### src/rtl/hdmi_pkt_pkg.sv
// Shared constants and the BCH ECC step used by the HDMI data-island packetizer.
package hdmi_pkt_pkg;

    localparam int PKT_BYTES       = 31;
    localparam int HDR_BYTES       = 3;
    localparam int SUB_BYTES       = 7;
    localparam int NUM_SUB         = 4;
    localparam int ISLAND_PKT_CLKS = 32;

    localparam logic [7:0] BCH_POLY = 8'h83;

    // One BCH step: feedback is the incoming bit XOR the register LSB.
    function automatic logic [7:0] bch_step(input logic [7:0] e, input logic d);
        return {1'b0, e[7:1]} ^ ((d ^ e[0]) ? BCH_POLY : 8'h00);
    endfunction

endpackage

### src/rtl/hdmi_bch_lfsr.sv
// 8-bit BCH parity register: clear-on-first-step, STEP data bits per clock,
// then shifts the frozen parity out LSB first, STEP bits per clock.
module hdmi_bch_lfsr
    import hdmi_pkt_pkg::*;
#(
    parameter int STEP = 1
) (
    input  logic            clk_i,
    input  logic            rst_ni,
    input  logic            clr_i,
    input  logic            step_i,
    input  logic            shift_i,
    input  logic [STEP-1:0] d_i,
    output logic [STEP-1:0] par_o
);

    logic [7:0] e_q, e_d, acc;

    always_comb begin
        acc = clr_i ? 8'h00 : e_q;
        for (int s = 0; s < STEP; s++) begin
            acc = bch_step(acc, d_i[s]);
        end
        e_d = e_q;
        if (step_i) begin
            e_d = acc;
        end else if (shift_i) begin
            e_d = e_q >> STEP;
        end
    end

    always_ff @(posedge clk_i or negedge rst_ni) begin
        if (!rst_ni) begin
            e_q <= 8'h00;
        end else begin
            e_q <= e_d;
        end
    end

    assign par_o = e_q[STEP-1:0];

endmodule

### src/rtl/hdmi_island_packetizer.sv
// Produces TERC4 nibbles for the three TMDS channels across the 64-clock data
// island: two packets from double-buffered storage (or null), with BCH parity.
module hdmi_island_packetizer
    import hdmi_pkt_pkg::*;
#(
    parameter int PKT_START = 751,
    parameter int PIPE_LAT  = 2
) (
    input  logic        clkin,
    input  logic        rstin_n,
    input  logic [11:0] counterX,
    input  logic        hsync,
    input  logic        vsync,
    input  logic        wr_en,
    input  logic        wr_slot,
    input  logic [4:0]  wr_addr,
    input  logic [7:0]  wr_data,
    input  logic [1:0]  slot_valid,
    input  logic        commit,
    output logic        commit_pending,
    output logic [3:0]  oCh0Data,
    output logic [3:0]  oCh1Data,
    output logic [3:0]  oCh2Data
);

    localparam logic [11:0] WIN_FIRST = 12'(PKT_START);
    localparam logic [11:0] WIN_LAST  = 12'(PKT_START + 2*ISLAND_PKT_CLKS - 1);
    localparam logic [4:0]  HDR_CLKS  = 5'(HDR_BYTES*8);
    localparam logic [4:0]  SUB_CLKS  = 5'(SUB_BYTES*4);

    logic [7:0] sh_q  [2][PKT_BYTES];
    logic [7:0] act_q [2][PKT_BYTES];
    logic [1:0] smask_q, amask_q;
    logic       pending_q;
    logic       copy;

    // Publishing only at counterX==0 keeps the active packets stable across an island.
    assign copy = pending_q && (counterX == 12'd0);

    always_ff @(posedge clkin or negedge rstin_n) begin
        if (!rstin_n) begin
            for (int s = 0; s < 2; s++) begin
                for (int b = 0; b < PKT_BYTES; b++) begin
                    sh_q[s][b]  <= 8'h00;
                    act_q[s][b] <= 8'h00;
                end
            end
            smask_q   <= 2'b00;
            amask_q   <= 2'b00;
            pending_q <= 1'b0;
        end else begin
            if (copy) begin
                act_q   <= sh_q;
                amask_q <= smask_q;
            end
            if (wr_en && (wr_addr != 5'd31)) begin
                sh_q[wr_slot][wr_addr] <= wr_data;
            end
            if (commit && !pending_q) begin
                smask_q   <= slot_valid;
                pending_q <= 1'b1;
            end else if (copy) begin
                pending_q <= 1'b0;
            end
        end
    end

    assign commit_pending = pending_q;

    logic [5:0] p_q;
    logic       win_q, hs_q, vs_q;

    always_ff @(posedge clkin or negedge rstin_n) begin
        if (!rstin_n) begin
            p_q   <= 6'd0;
            win_q <= 1'b0;
            hs_q  <= 1'b0;
            vs_q  <= 1'b0;
        end else begin
            p_q   <= 6'(counterX - WIN_FIRST);
            win_q <= (counterX >= WIN_FIRST) && (counterX <= WIN_LAST);
            hs_q  <= hsync;
            vs_q  <= vsync;
        end
    end

    logic       pkt;
    logic [4:0] k;
    logic [7:0] hdr_byte;
    logic [0:0] hdr_bit, hdr_par;
    logic       hdr_d2;

    assign pkt      = p_q[5];
    assign k        = p_q[4:0];
    assign hdr_byte = act_q[pkt][{3'b000, k[4:3]}];
    assign hdr_bit  = amask_q[pkt] & hdr_byte[k[2:0]];
    assign hdr_d2   = (k < HDR_CLKS) ? hdr_bit[0] : hdr_par[0];

    hdmi_bch_lfsr #(.STEP(1)) u_hdr_ecc (
        .clk_i   (clkin),
        .rst_ni  (rstin_n),
        .clr_i   (k == 5'd0),
        .step_i  (win_q && (k < HDR_CLKS)),
        .shift_i (win_q && (k >= HDR_CLKS)),
        .d_i     (hdr_bit),
        .par_o   (hdr_par)
    );

    logic [NUM_SUB-1:0] ch1_bits, ch2_bits;

    // Subpacket word bits 2k/2k+1 live in byte k/4 at bit offset 2*(k%4).
    for (genvar gi = 0; gi < NUM_SUB; gi++) begin : g_sub
        logic [4:0] sub_addr;
        logic [7:0] sub_byte;
        logic [1:0] sub_bits, sub_par;

        assign sub_addr = 5'(HDR_BYTES + SUB_BYTES*gi) + {2'b00, k[4:2]};
        assign sub_byte = (k[4:2] == 3'd7) ? 8'h00 : act_q[pkt][sub_addr];
        assign sub_bits = amask_q[pkt] ? sub_byte[{k[1:0], 1'b0} +: 2] : 2'b00;

        hdmi_bch_lfsr #(.STEP(2)) u_sub_ecc (
            .clk_i   (clkin),
            .rst_ni  (rstin_n),
            .clr_i   (k == 5'd0),
            .step_i  (win_q && (k < SUB_CLKS)),
            .shift_i (win_q && (k >= SUB_CLKS)),
            .d_i     (sub_bits),
            .par_o   (sub_par)
        );

        assign ch1_bits[gi] = (k < SUB_CLKS) ? sub_bits[0] : sub_par[0];
        assign ch2_bits[gi] = (k < SUB_CLKS) ? sub_bits[1] : sub_par[1];
    end

    logic [11:0] out_d;

    always_comb begin
        out_d = {8'h00, 2'b00, vs_q, hs_q};
        if (win_q) begin
            out_d = {ch2_bits, ch1_bits, (k != 5'd0), hdr_d2, vs_q, hs_q};
        end
    end

    logic [11:0] out_q [PIPE_LAT-1];

    for (genvar gi = 0; gi < PIPE_LAT-1; gi++) begin : g_out
        if (gi == 0) begin : g_first
            always_ff @(posedge clkin or negedge rstin_n) begin
                if (!rstin_n) out_q[gi] <= 12'h000;
                else          out_q[gi] <= out_d;
            end
        end else begin : g_rest
            always_ff @(posedge clkin or negedge rstin_n) begin
                if (!rstin_n) out_q[gi] <= 12'h000;
                else          out_q[gi] <= out_q[gi-1];
            end
        end
    end

    assign oCh0Data = out_q[PIPE_LAT-2][3:0];
    assign oCh1Data = out_q[PIPE_LAT-2][7:4];
    assign oCh2Data = out_q[PIPE_LAT-2][11:8];

endmodule

### config.mk
export PLATFORM = sky130hd
export DESIGN_NAME = hdmi_island_packetizer
export DESIGN_NICKNAME = d
export VERILOG_FILES = /design/src/rtl/hdmi_pkt_pkg.sv /design/src/rtl/hdmi_bch_lfsr.sv /design/src/rtl/hdmi_island_packetizer.sv
export SDC_FILE = /design/constraint.sdc
export NUM_CORES = 2
export LEC_CHECK = 0
export CORE_ASPECT_RATIO = 0.8
export CORE_MARGIN = 10
export CORE_UTILIZATION = 68
export DETAILED_ROUTE_END_ITERATION = 6
export GPL_TIMING_DRIVEN = 0
export PLACE_DENSITY = 0.85
export SLEW_MARGIN = 20
export SYNTH_ARGS = -nofsm -noshare
export SYNTH_HDL_FRONTEND = slang
export SYNTH_SLANG_ARGS = --single-unit
### constraint.sdc
create_clock -name clkin -period 10.9 [get_ports clkin]
set_clock_uncertainty 0.15 [all_clocks]
set_input_delay 2.18 -clock clkin [delete_from_list [all_inputs] [get_ports clkin]]
set_output_delay 2.18 -clock clkin [all_outputs]
set_load 0.01 [all_outputs]
==> out/metrics.cfg <==
[cells_and_area]
register_area_sq_um = 26480
post-route-cell-area_sq_um = 53260
area_growth_pct = 11.38
finalNetCount = 3313
layout-drive-gt1-share_pct = 45.09
utilization_pct = 76.87
multi_input_area_sq_um = 20130
num-fill-cells = 3943

[sta]
setup_ws_ns = 2.843
setup_viol = 0
rsz0062_at_grt = no
drv_slew = 0
slew_headroom_pct = 10.40
period_needed_ns = 8.057
hold_viol = 0
fmax_ghz = 0.1241
finalSetupTns_ns = 0
final_min_period_over_clock_period_pct = 73.92
tightest_slew_ns = 1.344

[detailed_routing]
drtPass1Iterations = 7
vias_per_cell = 7.340
drc_errors = 1
ant_nets = 0
drtIter0Drc = 4522
wire_per_inst_um = 36.97
wirelength_um = 158300
dr_total_vias = 31440

[synthesis]
yosys-top-cells-count = dfrtp_1, mux2_2, mux4_2, clkbuf_1, nand2_1
synth_most_common_cell = dfrtp_1
synth_edf_count = 0
syn-instance-count = 3109
synth-warning-count = 0
yosys.area.top_type = dfrtp_1
synth_top_flop_cell = dfrtp_1
ys_seq_elements = 1058
synth_area_per_cell_sq_um = 15.38
ys_seq_area_share_pct = 55.36
synthArstFlopShare_pct = 100.0
netlist_top_cells_area = dfrtp_1, mux2_2, mux4_2
syn_area_sq_um = 47820
ys_types = 74
synth_top_area_share_pct = 55.36
syn_nets = 3152

[global_routing]
track_usage_pct = 39.21
grt_max_degree = 164
grt_pass1_wl_um = 227900
grt_pass1_vias = 32200
overflow = 0
antenna_found_initial = 12

[clock_tree]
cts_setup_buffers = 0
root_buffer = clkbuf_16
htreeDepth = 3
path_clk_slew_ns = 0.06
cts_buffers = 101
clk_latency_ns = 0.70
clock_path_buffers = 3
ctsHoldBuffers = 0
cts-resized-gates = 0
cts_tree = yes
cts.sinks = 1058

[status]
status = finished, violations left
violations = design-rule violations

[min_path]
hold_depth = 0
hold_path.class = reg2reg

[worst_setup_path]
path_class = reg2reg
crit_path_end_kind = register
critPathLaunchType = register
reg2reg_depth = 16
worstPathArrival_ns = 8.48
cp_max_fo = 12
cp.required_ns = 11.33

[power_and_ir_drop]
irDropWorstVdd_uv = 174.3
switchingPower_mw = 2.357
power_per_cell_area_nw_per_um2 = 170.3
p_leak_nw = 25.55
switching_share_pct = 25.99
p_int_mw = 6.713
pwr-share-comb_pct = 11.1
p_clk_share_pct = 41.2
seq_power_share_pct = 47.7

[placement]
place_area_sq_um = 49740
io_buffers = 43
place.gp.congestion = 1.011
place_ws_ns = 3.285
dpl.hpwl_um = 108400

[floorplan]
fp.dieH_um = 257.2
start_util_pct = 69.01
core_area_sq_um = 69300
io_pins = 47
dieArea_sq_um = 81400
die_x_um = 316.5
rows = 86

[flow_run]
drv_cap = 0

## path summary, 6_finish.rpt
path	startpoint	to	slack, ns
max in group asynchronous	rstin_n	sh_q[436]	7.37
min	hs_q	out_q[0]	0.20
min in group asynchronous	rstin_n	sh_q[320]	1.31
min reg2reg	hs_q	out_q[0]	0.20
max reg2reg	p_q[3]	g_sub[2].u_sub_ecc.e_q[1]	2.84
max	p_q[3]	g_sub[2].u_sub_ecc.e_q[1]	2.84
## power groups by stage
stage	combinational, mW	sequential [mW]	clock (mW)
finish	1.01	4.33	3.73
global route	1.03	4.35	3.88
CTS	0.971	4.32	3.71
detailed placement	0.964	4.39	0
global placement	0.918	4.39	0
floorplan	0.551	4.34	0
## sequential cells by signal, indices dropped and copies added, names as in the netlist
name,cells
vs_q,1
hs_q,1
out_q,12
g_sub.u_sub_ecc.e_q,32
p_q,6
amask_q,2
commit_pending,1
u_hdr_ecc.e_q,8
act_q,496
sh_q,496
smask_q,2
win_q,1
## stage by stage
stage	hold slack, ns	std cells	total power [mW]
after floorplan	0.1812	3109	4.888
after global placement	0.1833	4076	5.313
after detailed placement	0.1871	4091	5.352
after CTS	0.2014	4275	9.006
after global routing	0.2082	4275	9.261
final	0.1984	4283	9.071
## kinds of logic (layout without fill, tap and decap cells)
group	after synthesis	in the layout	synth area share [%]
other	0	8	0
xor gates and xnor gates	22	22	0.4788
AOI/OAI and AO/OA	159	159	2.287
adders and majority gates	9	9	0.2355
muxes	1316	1316	36.15
buffers and inverters	249	491	2.624
DFF	1058	1058	55.36
and+or+nand+nor	296	296	2.862
## per-layer routing
layer / vias to the layer above / global-route usage, % / part of all wire [%] / wire, um
met3: 618 / 17.62 / 15 / 23390
met5: - / 0 / 0.051 / 80
met4: 8 / 23.47 / 7.2 / 11440
met2: 2464 / 53.58 / 42 / 65940
met1: 16450 / 51.08 / 36 / 57480
li1: 11900 / - / - / -
## final cells by class
class,instances,area share (%)
clock buffers,143,5.473
well taps,924,2.170
inverters,35,0.2466
diodes,8,0.03758
multi-input cells,1802,37.80
plain buffers,214,2.161
repair buffers,58,1.311
clock inverters,41,1.097
flip-flops and latches,1058,49.71
## layout by cell type, fill, tap and decap left out, types with 9 or more instances in the layout
cell type	count
buf_6	20
nor2_1	65
buf_4	16
mux2_2	1014
a21oi_1	31
ha_1	9
clkdlybuf4s50_1	42
clkbuf_8	23
inv_1	30
nand2_1	121
buf_1	12
clkbuf_1	137
dfrtp_1	1058
xor2_1	9
o21ai_0	32
buf_2	25
mux4_2	208
xnor2_1	10
mux4_1	15
bufinv_16	12
a22oi_1	9
clkbuf_2	21
nor3_1	16
nand3_1	23
and3_1	9
o22ai_1	19
clkinv_2	18
mux2i_1	79
clkbuf_16	101
## worst max-delay path, stage by stage, from the launching register on
cell	delay (ns)
dfrtp_1	0.50
buf_2	0.35
buf_2	0.56
inv_2	0.44
buf_1	0.57
ha_1	0.70
buf_4	0.39
buf_4	0.41
buf_2	0.67
buf_4	0.42
mux2i_1	0.19
a221oi_1	0.76
o221ai_1	0.22
a21oi_1	0.65
xnor3_1	0.50
mux2i_1	0.15
a311oi_1	0.28
Power figures use the tool's default switching activity.
